--- src/rtl/pipeline_hazard_ctrl_pkg.sv ---
// Shared types and constants for the pipeline hazard / SRAM stall controller.
package pipeline_hazard_ctrl_pkg;

  typedef enum logic {
    IDLE = 1'b0,
    WAIT = 1'b1
  } state_t;

  localparam int TIMEOUT_DEFAULT = 16;
  localparam int REG_ADDR_W      = 4;
  localparam int WAIT_CNT_W      = 5;

endpackage

--- src/rtl/pipeline_hazard_ctrl_hazard_detect.sv ---
// RAW hazard compare of the ID-stage sources against the EX and MEM destinations.
module hazard_detect
  import pipeline_hazard_ctrl_pkg::*;
#(
  parameter int FWD_EN = 1
) (
  input  logic [REG_ADDR_W-1:0] id_src1,
  input  logic [REG_ADDR_W-1:0] id_src2,
  input  logic                  id_two_src,
  input  logic                  ex_wb_en,
  input  logic                  ex_mem_r_en,
  input  logic [REG_ADDR_W-1:0] ex_dest,
  input  logic                  mem_wb_en,
  input  logic [REG_ADDR_W-1:0] mem_dest,
  output logic                  hazard
);

  logic ex_match;
  logic mem_match;

  always_comb begin
    ex_match  = ex_wb_en & ((ex_dest == id_src1) | (id_two_src & (ex_dest == id_src2)));
    mem_match = mem_wb_en & ((mem_dest == id_src1) | (id_two_src & (mem_dest == id_src2)));
    // With forwarding only a load in EX cannot be bypassed in time.
    if (FWD_EN != 0) hazard = ex_match & ex_mem_r_en;
    else             hazard = ex_match | mem_match;
  end

endmodule

--- src/rtl/pipeline_hazard_ctrl.sv ---
// Pipeline freeze/bubble/flush control with an SRAM wait FSM, timeout abort
// and a saturating stall-cycle counter.
//   state | meaning
//   IDLE  | no access outstanding; a memory request stalls and starts one
//   WAIT  | access in flight; stall until sram_ready or timeout
module pipeline_hazard_ctrl
  import pipeline_hazard_ctrl_pkg::*;
#(
  parameter int FWD_EN  = 1,
  parameter int TIMEOUT = TIMEOUT_DEFAULT
) (
  input  logic                  clk,
  input  logic                  rst,
  input  logic [REG_ADDR_W-1:0] id_src1,
  input  logic [REG_ADDR_W-1:0] id_src2,
  input  logic                  id_two_src,
  input  logic                  ex_wb_en,
  input  logic                  ex_mem_r_en,
  input  logic [REG_ADDR_W-1:0] ex_dest,
  input  logic                  ex_branch,
  input  logic                  mem_wb_en,
  input  logic [REG_ADDR_W-1:0] mem_dest,
  input  logic                  mem_r_en,
  input  logic                  mem_w_en,
  input  logic                  sram_ready,
  output logic                  freeze_if,
  output logic                  freeze_pipe,
  output logic                  bubble_id,
  output logic                  flush,
  output logic                  sram_start,
  output logic                  sram_err,
  output logic [15:0]           stall_count
);

  localparam logic [WAIT_CNT_W-1:0] WAIT_LAST = WAIT_CNT_W'(TIMEOUT - 1);

  state_t                  state;
  state_t                  state_next;
  logic [WAIT_CNT_W-1:0]   wait_cnt;
  logic                    mem_req;
  logic                    mem_stall;
  logic                    timeout_hit;
  logic                    hazard;

  hazard_detect #(.FWD_EN(FWD_EN)) u_hazard_detect (
    .id_src1     (id_src1),
    .id_src2     (id_src2),
    .id_two_src  (id_two_src),
    .ex_wb_en    (ex_wb_en),
    .ex_mem_r_en (ex_mem_r_en),
    .ex_dest     (ex_dest),
    .mem_wb_en   (mem_wb_en),
    .mem_dest    (mem_dest),
    .hazard      (hazard)
  );

  assign mem_req     = mem_r_en | mem_w_en;
  // A ready arriving on the last count is a normal completion, not a timeout.
  assign timeout_hit = (state == WAIT) & ~sram_ready & (wait_cnt == WAIT_LAST);

  always_ff @(posedge clk or negedge rst) begin
    if (!rst) state <= IDLE;
    else      state <= state_next;
  end

  always_comb begin
    state_next = state;
    case (state)
      IDLE: if (mem_req) state_next = WAIT;
      WAIT: if (sram_ready | timeout_hit) state_next = IDLE;
    endcase
  end

  always_comb begin
    mem_stall = 1'b0;
    case (state)
      IDLE: mem_stall = mem_req;
      WAIT: mem_stall = ~sram_ready & ~timeout_hit;
    endcase
  end

  assign freeze_pipe = mem_stall;
  assign flush       = ex_branch & ~mem_stall;
  assign freeze_if   = mem_stall | (hazard & ~flush);
  assign bubble_id   = (hazard | flush) & ~mem_stall;

  always_ff @(posedge clk or negedge rst) begin
    if (!rst) begin
      wait_cnt    <= '0;
      sram_start  <= 1'b0;
      sram_err    <= 1'b0;
      stall_count <= '0;
    end else begin
      wait_cnt   <= (state == IDLE) ? '0 : wait_cnt + 1'b1;
      sram_start <= (state == IDLE) & mem_req;
      sram_err   <= sram_err | timeout_hit;
      if (freeze_if && stall_count != 16'hFFFF) stall_count <= stall_count + 16'd1;
    end
  end

endmodule

--- config.mk ---
export PLATFORM = sky130hd
export DESIGN_NAME = pipeline_hazard_ctrl
export DESIGN_NICKNAME = d
export VERILOG_FILES = /design/src/rtl/pipeline_hazard_ctrl_pkg.sv /design/src/rtl/pipeline_hazard_ctrl_hazard_detect.sv /design/src/rtl/pipeline_hazard_ctrl.sv
export SDC_FILE = /design/constraint.sdc
export NUM_CORES = 1
export LEC_CHECK = 0
export ABC_AREA = 0
export CAP_MARGIN = 20
export CORE_MARGIN = 3
export CORE_UTILIZATION = 44
export CTS_CLUSTER_DIAMETER = 80
export CTS_CLUSTER_SIZE = 25
export DETAILED_ROUTE_END_ITERATION = 8
export GPL_TIMING_DRIVEN = 0
export PLACE_DENSITY = 0.78
export RECOVER_POWER = 50
export SYNTH_ARGS = -nofsm -noshare
export SYNTH_HDL_FRONTEND = slang
export SYNTH_SLANG_ARGS = --single-unit
--- constraint.sdc ---
create_clock -name clk -period 3 [get_ports clk]
set_clock_uncertainty 0.15 [all_clocks]
set_input_delay 0.9 -clock clk [delete_from_list [all_inputs] [get_ports clk]]
set_output_delay 0.9 -clock clk [all_outputs]
set_load 0.01 [all_outputs]
Word level (Yosys, flattened, before mapping). Cells that the tools add are included.

Add/sub/neg operators: 2. Reductions and logical operators: 1. Bitwise operators: 21. Mux-type cells: 5. Equality and inequality tests: 4.

Operators with widths (number): 16-bit by 1-bit adder with 16-bit output, second input constant (1); 16-bit != test, second input constant (1); 1-bit AND (10); 4-bit == test (2); 1-bit bitwise OR (6); 5-bit by 1-bit adder with 5-bit output, second input constant (1); 5-bit by 4-bit == test with 1-bit output, second input constant (1); 5-bit two-way mux (1); 1-bit inverter (5); 1-bit case mux with 2 select lines (2); 1-bit two-way mux (2); 1-bit logical AND (1).

Output and inout bits: 22. Logic and storage cells: 38. Bits in registers: 24.

Longest topological paths before layout. Gate-level depths: netlist of run 1.

Depth in word-level cells: 12. Mapped depth: 7.

By module. Synthesis of run 1 repeated with hierarchy kept, for this count alone.

Cells, all modules: 122. Area, all modules: 1268.7 um2.

By module, submodules not included: pipeline_hazard_ctrl (area each 1164.9 um2, sequential area each 600.6 um2, instances 1, cells an instance 110); hazard_detect (area each 103.8 um2, sequential area each 0.0 um2, instances 1, cells an instance 12).

Worst setup path before layout of run 1. No wires, ideal clock.

Path type: input -> output. Start: input port id_src1[2]. End: output port freeze_if. Required time: 1950 ps. Data arrival time: 1835 ps. Stages on the path: 5. Path slack: 115 ps. Cell sequence: xnor2_1 -> nand4_1 -> o32ai_4 -> buf_6 -> or2_4.

Cells in the longest elaborated chain, start to end: 6.

Ends and longest elaborated chain: start, declared (line pipeline_hazard_ctrl.sv:14) `input logic [REG_ADDR_W-1:0] id_src1,`; 4-bit == test (line pipeline_hazard_ctrl_hazard_detect.sv:22) `ex_match = ex_wb_en & ((ex_dest == id_src1) | (id_two_src & (ex_dest == id_src2)));`; 1-bit bitwise OR (line pipeline_hazard_ctrl_hazard_detect.sv:22); 1-bit AND (line pipeline_hazard_ctrl_hazard_detect.sv:22); 1-bit AND (line pipeline_hazard_ctrl_hazard_detect.sv:25) `if (FWD_EN != 0) hazard = ex_match & ex_mem_r_en;`; 1-bit AND (line pipeline_hazard_ctrl.sv:84) `assign freeze_if = mem_stall | (hazard & ~flush);`; 1-bit bitwise OR (line pipeline_hazard_ctrl.sv:84); end, declared (line pipeline_hazard_ctrl.sv:26) `output logic freeze_if,`.

Every way passes these cells.

Worst setup path after layout of run 1.
Start: input port ex_mem_r_en. End: output port freeze_if.

Cells in the longest elaborated chain, start to end: 3.

Ends and longest elaborated chain: start, declared (line pipeline_hazard_ctrl.sv:18) `input logic ex_mem_r_en,`; 1-bit AND (line pipeline_hazard_ctrl_hazard_detect.sv:25); 1-bit AND (line pipeline_hazard_ctrl.sv:84); 1-bit bitwise OR (line pipeline_hazard_ctrl.sv:84).

Every way passes these cells.

==> impl_metrics.tcl, run 1 <==
set metrics [dict create \
    max_freq_mhz 327.9 \
    utilization_pct 71.14 \
    start_util_pct 47.85 \
    finalMaxSlewViolations 0 \
    grt_use_total_pct 18.76 \
    rsz0062_at_grt "true" \
    drc_errors 0 \
    holdWs_ns 0.3646 \
    cp.required_ns 1.95 \
    cellLeakagePower_uw 0.0009101 \
    drtIter0Drc 27 \
    synth_edf_count 0 \
    timing_worst_setup_path_type "in -> out" \
    finalHoldViolations 0 \
    ys.flop_type "dfrtp_1" \
    grt_pass1_vias 1179 \
    gp_congestion 0.7151 \
    cts_tree "yes" \
    antenna_found_initial 0 \
    ys_ff_latch 24 \
    ios 48 \
    power_density_mw_per_mm2 526.4 \
    final_common_cell "dfrtp_1" \
    ant_nets 0 \
    cts_buffers 3 \
    clockBufferDepth 2 \
    syn_inst 123 \
    p_total_uw 1068 \
    area_growth_pct 48.67 \
    setup.worst_path.start_class "input port" \
    relSlewSlack_pct 22.60 \
    synth-seq-area-share_pct 44.00 \
    hpwlAfterDp_um 2220 \
    synth_nets 152 \
    dieArea_sq_mm 0.003807 \
    final_layout_size_suffix_gt1_share_pct 28.11 \
    grt_remaining_overflow 0 \
    core_area_sq_mm 0.002853 \
    grt_pass1_wl_um 5202 \
    layout_common_cells "24 x dfrtp_1, 18 x clkdlybuf4s50_1, 13 x xnor2_1, 13 x buf_4, 10 x nand2_1" \
    cp-end-kind "output pin" \
    setup_viol 1 \
    vias_per_cell 5.519 \
    clk_latency_ns 0.31 \
    synth_warnings 0 \
    async_reset_ff_share_pct 100.0 \
    arrival_ns 2.00 \
    vdd_drop_max_v 0.0002405 \
    period_share_pct 101.7 \
    vias 1192 \
    synth.cell_area_sq_mm 0.001365 \
    cts_max_level 1 \
    wl_per_cell_um 15.38 \
    setup_ws_ns -0.04999 \
    io_buffers 42 \
    first_pass_iters 4 \
    cap_violations 0 \
    dieWidth_um 61.70 \
    clock-sinks 24 \
    timing.hold.worst.class "reg -> reg" \
    worst_pin_slew_ns 1.161 \
    crit_path_max_fanout 2 \
    synthDistinctLibCells 34 \
    final_nets 215 \
    cts_hold_buffers 0 \
    clk_pin_slew_ns 0.13 \
    syn_area_per_cell_sq_um 11.10 \
    outcome "finished with violations" \
    die_y_um 61.70 \
    num_rows 19 \
    grt_max_degree 25 \
    diodes 0 \
    root_buffer "clkbuf_4" \
    drt_wl_total_um 3323 \
    layout_min_cycle_time_ns 3.050 \
    violations "setup timing" \
]
worst max-delay path, stage by stage:
cell,delay [ns]
dlygate4sd2_1,0.25
and2_4,0.14
nand4_1,0.12
o32ai_4,0.11
buf_6,0.13
or2_4,0.23
buf_6,0.12
report_power, final:
part | internal, uW | switching, uW
Combinational | 255 | 181
Sequential | 386 | 75.9
Clock | 74.1 | 96.3
Total | 715 | 354
routing by layer:
layer | share of wire, % | up-vias | track usage [%] | wire length (um)
met2 | 52 | 50 | 33.18 | 1734
met1 | 40 | 557 | 22.44 | 1330
met4 | 2.6 | 0 | 8.788 | 87
met5 | 0 | - | 0 | 0
met3 | 5.1 | 10 | 2.479 | 171
li1 | - | 575 | - | -
metrics by stage:
step | instances | TNS (ns) | setup slack, ns | cell area (sq um)
floorplan | 123 | 0 | 0.1147 | 1365
global placement | 196 | -3.192 | -1.028 | 1824
detailed placement | 196 | -3.287 | -1.055 | 1824
CTS | 213 | -0.06805 | -0.06805 | 1992
global route | 216 | -0.2691 | -0.08431 | 2029
finish | 216 | -0.04999 | -0.04999 | 2029
logic make-up (layout without fill, tap and decap cells):
| group | count (synthesis) | count (layout) | synth area share [%] |
|---|---|---|---|
| AO/OA/AOI/OAI | 23 | 23 | 14.48 |
| XOR/XNOR | 18 | 18 | 11.55 |
| adder cells (fa/ha/maj) | 3 | 3 | 2.750 |
| buffers and inverters | 7 | 69 | 2.750 |
| flip-flops | 24 | 24 | 44.00 |
| multiplexers | 6 | 6 | 4.949 |
| AND/OR/NAND/NOR | 42 | 42 | 19.52 |
sequential cells by signal (all words and copies together) (netlist names):
signal and flops:
sram_err 1, wait_cnt 5, state 1, stall_count 16, sram_start 1
timing repair:
action / 4_1_cts / 5_1_grt
buffers inserted: 13 / 2
pin swaps: 16 / 11
gates resized for setup: 82 / 7
endpoints found under the setup margin: 4 / 4
worst paths after layout:
kind                                 start               to  slack [ns]  cells past startpoint
setup / recovery               ex_mem_r_en        freeze_if       -0.05                      7
hold / removal             stall_count[10]  stall_count[10]        0.36                      1
setup reg to reg               wait_cnt[0]   stall_count[4]        0.82                      8
hold reg to reg            stall_count[10]  stall_count[10]        0.36                      1
max in group asynchronous              rst       sram_start        0.76                      2
min in group asynchronous              rst      wait_cnt[3]        0.66                      1
layout make-up:
cell class                      instances  area, sq um
Inverter                                5        18.77
Timing Repair Buffer                   58        521.8
Fill cell                             216        823.3
Clock buffer                            4        36.28
Sequential cell                        24        600.6
Tap cell                               31        38.79
Buffer                                  2        22.52
Multi-Input combinational cell         92        790.8
synthesized netlist by cell type (all sizes together), types with 3 or more instances:
cell type,count,area [sq um]
mux2,6,67.56
o2111ai,5,43.79
nand2,10,37.54
xnor2,17,148.9
and4,5,48.80
and3,5,31.28
inv,5,18.77
nor2b,3,18.77
and2,6,37.54
o21ai,3,18.77
dfrtp,24,600.6
nor2,3,11.26
nand4,5,37.53
o211ai,7,52.55
ha,3,37.54
(Power assumes the default switching activity.)
==> inputs of run 2 (changes only) <==
Settings changed: CAP_MARGIN 20 to not set.
==> run 2 against run 1 <==
Compared with the run above: the flow still finishes with violations (setup timing); sequential cell count is the same; combinational power shrank 0.9%; via count fell by 0.59%; fmax hardly changed; utilization is 0.26 points lower.
==> impl_metrics.tcl, run 2 (same netlist as run 1, synthesis figures left out) <==
set metrics [dict create \
    outcome "finished with violations" \
    violations "setup timing" \
    first_pass_iters 4 \
    fillers 221 \
    antenna_found_initial 0 \
    cp-end-kind "output pin" \
    layout_min_cycle_time_ns 3.050 \
    vias_per_cell 5.512 \
    grt_pass1_vias 1179 \
    final_layout_size_suffix_gt1_share_pct 27.72 \
    area_growth_pct 48.12 \
    wl_met1_um 1375 \
    dieWidth_um 61.70 \
    arrival_ns 2.00 \
    grt_remaining_overflow 0 \
    final_nets 214 \
    hpwlAfterDp_um 2220 \
    vdd_drop_max_v 0.0002396 \
    start_util_pct 47.85 \
    io_buffers 42 \
    regMostFlops "stall_count" \
    cts_hold_buffers 0 \
    p_total_uw 1065 \
    final_cells 215 \
    grt_pass1_wl_um 5202 \
    setup_ws_ns -0.05009 \
    crit_path_max_fanout 2 \
    layout_common_cells "24 x dfrtp_1, 18 x clkdlybuf4s50_1, 13 x xnor2_1, 12 x buf_4, 10 x nand2_1" \
    met2_length_um 1680 \
    setup_viol 1 \
    dpl-instance-area_sq_mm 0.001824 \
    die_y_um 61.70 \
    drt_wl_total_um 3310 \
    root_buffer "clkbuf_4" \
    cts_tree "yes" \
    power_density_mw_per_mm2 526.5 \
    drc_errors 0 \
    ant_nets 0 \
    highest_layer "met4" \
    num_rows 19 \
    clock-sinks 24 \
    gp_congestion 0.7151 \
    cts_buffers 3 \
    cellLeakagePower_uw 0.0009074 \
    dieArea_sq_mm 0.003807 \
    place_ws_ns -1.055 \
    finalHoldViolations 0 \
    clk_latency_ns 0.31 \
    final_common_cell "dfrtp_1" \
    core_area_sq_mm 0.002853 \
    largest_reg_flops 16 \
    period_share_pct 101.7 \
    route.met3.wl_um 154 \
    grt_max_degree 25 \
    post-place-cells 196 \
    wl_per_cell_um 15.40 \
    worst_pin_slew_ns 1.047 \
    timing_worst_setup_path_type "in -> out" \
    ios 48 \
    setup.worst_path.start_class "input port" \
    reg.largest.list "stall_count x16, wait_cnt x5" \
    vias 1185 \
    clockBufferDepth 2 \
    cts_max_level 1 \
    finalMaxSlewViolations 0 \
    timing.hold.worst.class "reg -> reg" \
    final_cell_area_sq_mm 0.002022 \
    cp.required_ns 1.95 \
    cap_violations 0 \
    drtIter0Drc 27 \
    diodes 0 \
    max_freq_mhz 327.9 \
    clk_pin_slew_ns 0.13 \
    relSlewSlack_pct 29.95 \
    rsz0062_at_grt "true" \
    grt_use_total_pct 18.76 \
]
run 2: changes by cell type in the layout (fill, tap and decap cells not counted):
cell,change
buf_4,-1
clkbuf_4,+1
clkbuf_1,-1
o21ai_0,+1
o21ai_2,-1
run 2: timing repair:
item	CTS	global route
buffers inserted	13	2
setup endpoints to repair	4	4
pin swaps	16	11
gates resized for setup	82	7
run 2: layout make-up:
cell class,instances,area (sq um),share of cell area (%)
Tap cell,31,38.79,1.918
Sequential cell,24,600.6,29.70
Multi-Input combinational cell,92,787.0,38.92
Inverter,5,18.77,0.9282
Clock buffer,4,36.28,1.795
Timing Repair Buffer,57,518.0,25.62
Buffer,2,22.52,1.114
run 2: final timing paths:
kind,from,end,slack [ns],cells after the start
hold reg to reg,stall_count[10],stall_count[10],0.37,1
max in group asynchronous,rst,stall_count[0],1.02,1
setup / recovery,id_src2[3],freeze_if,-0.05,8
min in group asynchronous,rst,stall_count[5],1.06,1
hold / removal,stall_count[10],stall_count[10],0.37,1
setup reg to reg,stall_count[0],stall_count[1],0.77,6
run 2: stage by stage:
stage / hold slack, ns / util (%) / setup TNS [ns]
5_1_grt: 0.3908 / 70.88 / -0.2082
6_report: 0.3652 / 70.88 / -0.05009
3_3_place_gp: 0.2945 / 63.95 / -3.192
3_5_place_dp: 0.2988 / 63.95 / -3.287
2_1_floorplan: 0.2815 / - / 0
4_1_cts: 0.3530 / 69.82 / -0.06805
run 2: critical path, cell delays in order:
cell and delay (ns):
clkdlybuf4s15_1 0.18, xnor2_1 0.12, nand3_1 0.11, buf_4 0.13, o32ai_4 0.09, buf_6 0.13
or2_4 0.23, buf_6 0.12
run 2: per-layer routing:
metal / GRT usage [%] / vias up
met5: 0 / -
met2: 33.18 / 48
met4: 8.788 / 0
li1: - / 573
met3: 2.479 / 10
met1: 22.44 / 554
run 2: report_power, final:
part	internal (uW)	total (uW)	switching (uW)
Clock	74.1	171	96.9
Combinational	253	432	179
Sequential	386	462	76.1
Total	713	1060	352
==> inputs of run 3 (changes only) <==
Settings changed: CORE_UTILIZATION 44 to 46, CTS_BUF_LIST set to sky130_fd_sc_hd__clkbuf_8, PLACE_DENSITY 0.78 to 0.81.
==> run 3 against run 2 <==
Compared with the run above: the run now ends clean; power is 7.8% higher; die area is 3.9% lower; worst setup slack better by 0.085 ns; critical path depth is 2 lower; fmax is 2.9% higher; non-clock buffer count is 7 lower; clock-buffer cell count is 1 lower; utilization is 0.16 points lower; via count is 0.34% higher; combinational power is 6.0% lower; hold slack worse by 0.020 ns; global-route usage is 0.94 points higher; critical path type unchanged; largest cell class unchanged.
==> impl_metrics.tcl, run 3 (same netlist as run 1, synthesis figures left out) <==
set metrics [dict create \
    setup.worst_path.start_class "input port" \
    cp_slowest_cell "o32ai_4" \
    cp_common_cell "buf_6" \
    crit_chain "buf_6, xnor2_2, nand4_1, o32ai_4, or2_4, buf_6" \
    cts_max_level 1 \
    ios 48 \
    start_util_pct 49.08 \
    reg.largest.list "stall_count x16, wait_cnt x5" \
    drtIter0Drc 35 \
    place_ws_ns -1.093 \
    period_share_pct 98.85 \
    cts_tree "yes" \
    timing.hold.worst.class "reg -> reg" \
    p_total_uw 1148 \
    max_freq_mhz 337.2 \
    cp-end-kind "output pin" \
    die_y_um 60.48 \
    dieWidth_um 60.48 \
    io_buffers 42 \
    finalMaxSlewViolations 0 \
    crit_path_max_fanout 3 \
    crit_path_start "ex_dest[1]" \
    timing_worst_setup_path_type "in -> out" \
    first_pass_iters 6 \
    clock-sinks 24 \
    largest_reg_flops 16 \
    vias_per_cell 5.716 \
    final_common_cell "dfrtp_1" \
    core_area_sq_mm 0.002781 \
    final_layout_size_suffix_gt1_share_pct 25.99 \
    final_cells 208 \
    wl_per_cell_um 15.73 \
    finalHoldViolations 0 \
    clk_pin_slew_ns 0.09 \
    cap_violations 0 \
    post-place-cells 196 \
    antenna_found_initial 0 \
    vias 1189 \
    drt_wl_total_um 3271 \
    grt_use_total_pct 19.70 \
    area_growth_pct 44.09 \
    grt_pass1_wl_um 5478 \
    cp.required_ns 1.95 \
    rsz0062_at_grt "true" \
    vdd_drop_max_v 0.0004826 \
    grt_remaining_overflow 0 \
    arrival_ns 1.92 \
    worst-path-stages 6 \
    fillers 198 \
    worst_pin_slew_ns 1.093 \
    drc_errors 0 \
    regMostFlops "stall_count" \
    reg2reg_depth 8 \
    hpwlAfterDp_um 2365 \
    gp_congestion 0.7613 \
    crit_buf_inv 2 \
    outcome "finished, final reports clean" \
    critPathMaxStageDelay_ns 0.30 \
    setup_viol 0 \
    num_rows 19 \
    grt_pass1_vias 1243 \
    cts_buffers 3 \
    min_path_cells 1 \
    ant_nets 0 \
    power_density_mw_per_mm2 583.6 \
    layout_common_cells "24 x dfrtp_1, 19 x clkdlybuf4s50_1, 13 x xnor2_1, 10 x nand2_1, 8 x buf_4" \
    clk_latency_ns 0.27 \
    root_buffer "clkbuf_8" \
    setup_ws_ns 0.03451 \
    min-delay-start "sram_err" \
    cpLargestDelayFamily "simple AND/OR/NAND/NOR gates" \
    grt_max_degree 25 \
    layout_min_cycle_time_ns 2.965 \
    diodes 0 \
    clockBufferDepth 2 \
    rr_startpoint "wait_cnt[0]" \
    relSlewSlack_pct 26.91 \
    dieArea_sq_mm 0.003657 \
    final_nets 207 \
    cellLeakagePower_uw 0.0008821 \
]
==> run 3: layout make-up <==
class	instances	area, sq um	share of cell area [%]
clock inverters	1	30.03	1.527
well taps	31	38.79	1.972
multi-input cells	92	780.7	39.69
plain buffers	1	11.26	0.5725
clock buffers	3	41.29	2.099
repair buffers	51	445.4	22.65
flip-flops and latches	24	600.6	30.53
inverters	5	18.77	0.9542
==> run 3: power breakdown <==
part	total, uW	leakage, uW	switching, uW	internal [uW]
registers	459	0.000312	72.7	386
logic	406	0.000534	174	232
clock network	284	0.0000357	105	178
==> run 3: path summary, 6_finish.rpt <==
| path | to | slack (ns) |
|---|---|---|
| min | sram_err | 0.35 |
| max | freeze_if | 0.03 |
| min reg2reg | sram_err | 0.35 |
| max reg2reg | stall_count[4] | 0.74 |
| max in group asynchronous | stall_count[6] | 0.97 |
| min in group asynchronous | sram_err | 1.06 |
==> run 3: what timing repair did <==
item,4_1_cts,5_1_grt
buffers inserted,9,0
pin swaps,16,11
hold buffers,0,0
setup endpoints to repair,4,4
gates resized for setup,76,9
==> run 3: per-stage QoR <==
| step | hold slack, ns | cell area, sq um | utilization (%) | setup TNS [ns] |
|---|---|---|---|---|
| 6_report | 0.3456 | 1967 | 70.72 | 0 |
| 5_1_grt | 0.3809 | 1967 | 70.72 | -0.05306 |
| 4_1_cts | 0.3345 | 1989 | 71.53 | -0.05264 |
| 3_5_place_dp | 0.3109 | 1824 | 65.59 | -3.276 |
| 3_3_place_gp | 0.2934 | 1824 | 65.59 | -3.266 |
| 2_1_floorplan | 0.2815 | 1365 | - | 0 |
==> run 3: routing by layer <==
layer / routed length (um) / GRT usage, % / vias up
li1: - / - / 562
met1: 1333 / 24.33 / 581
met2: 1706 / 35.96 / 42
met3: 199 / 2.340 / 4
met4: 32 / 5.882 / 0
met5: 0 / 0 / -
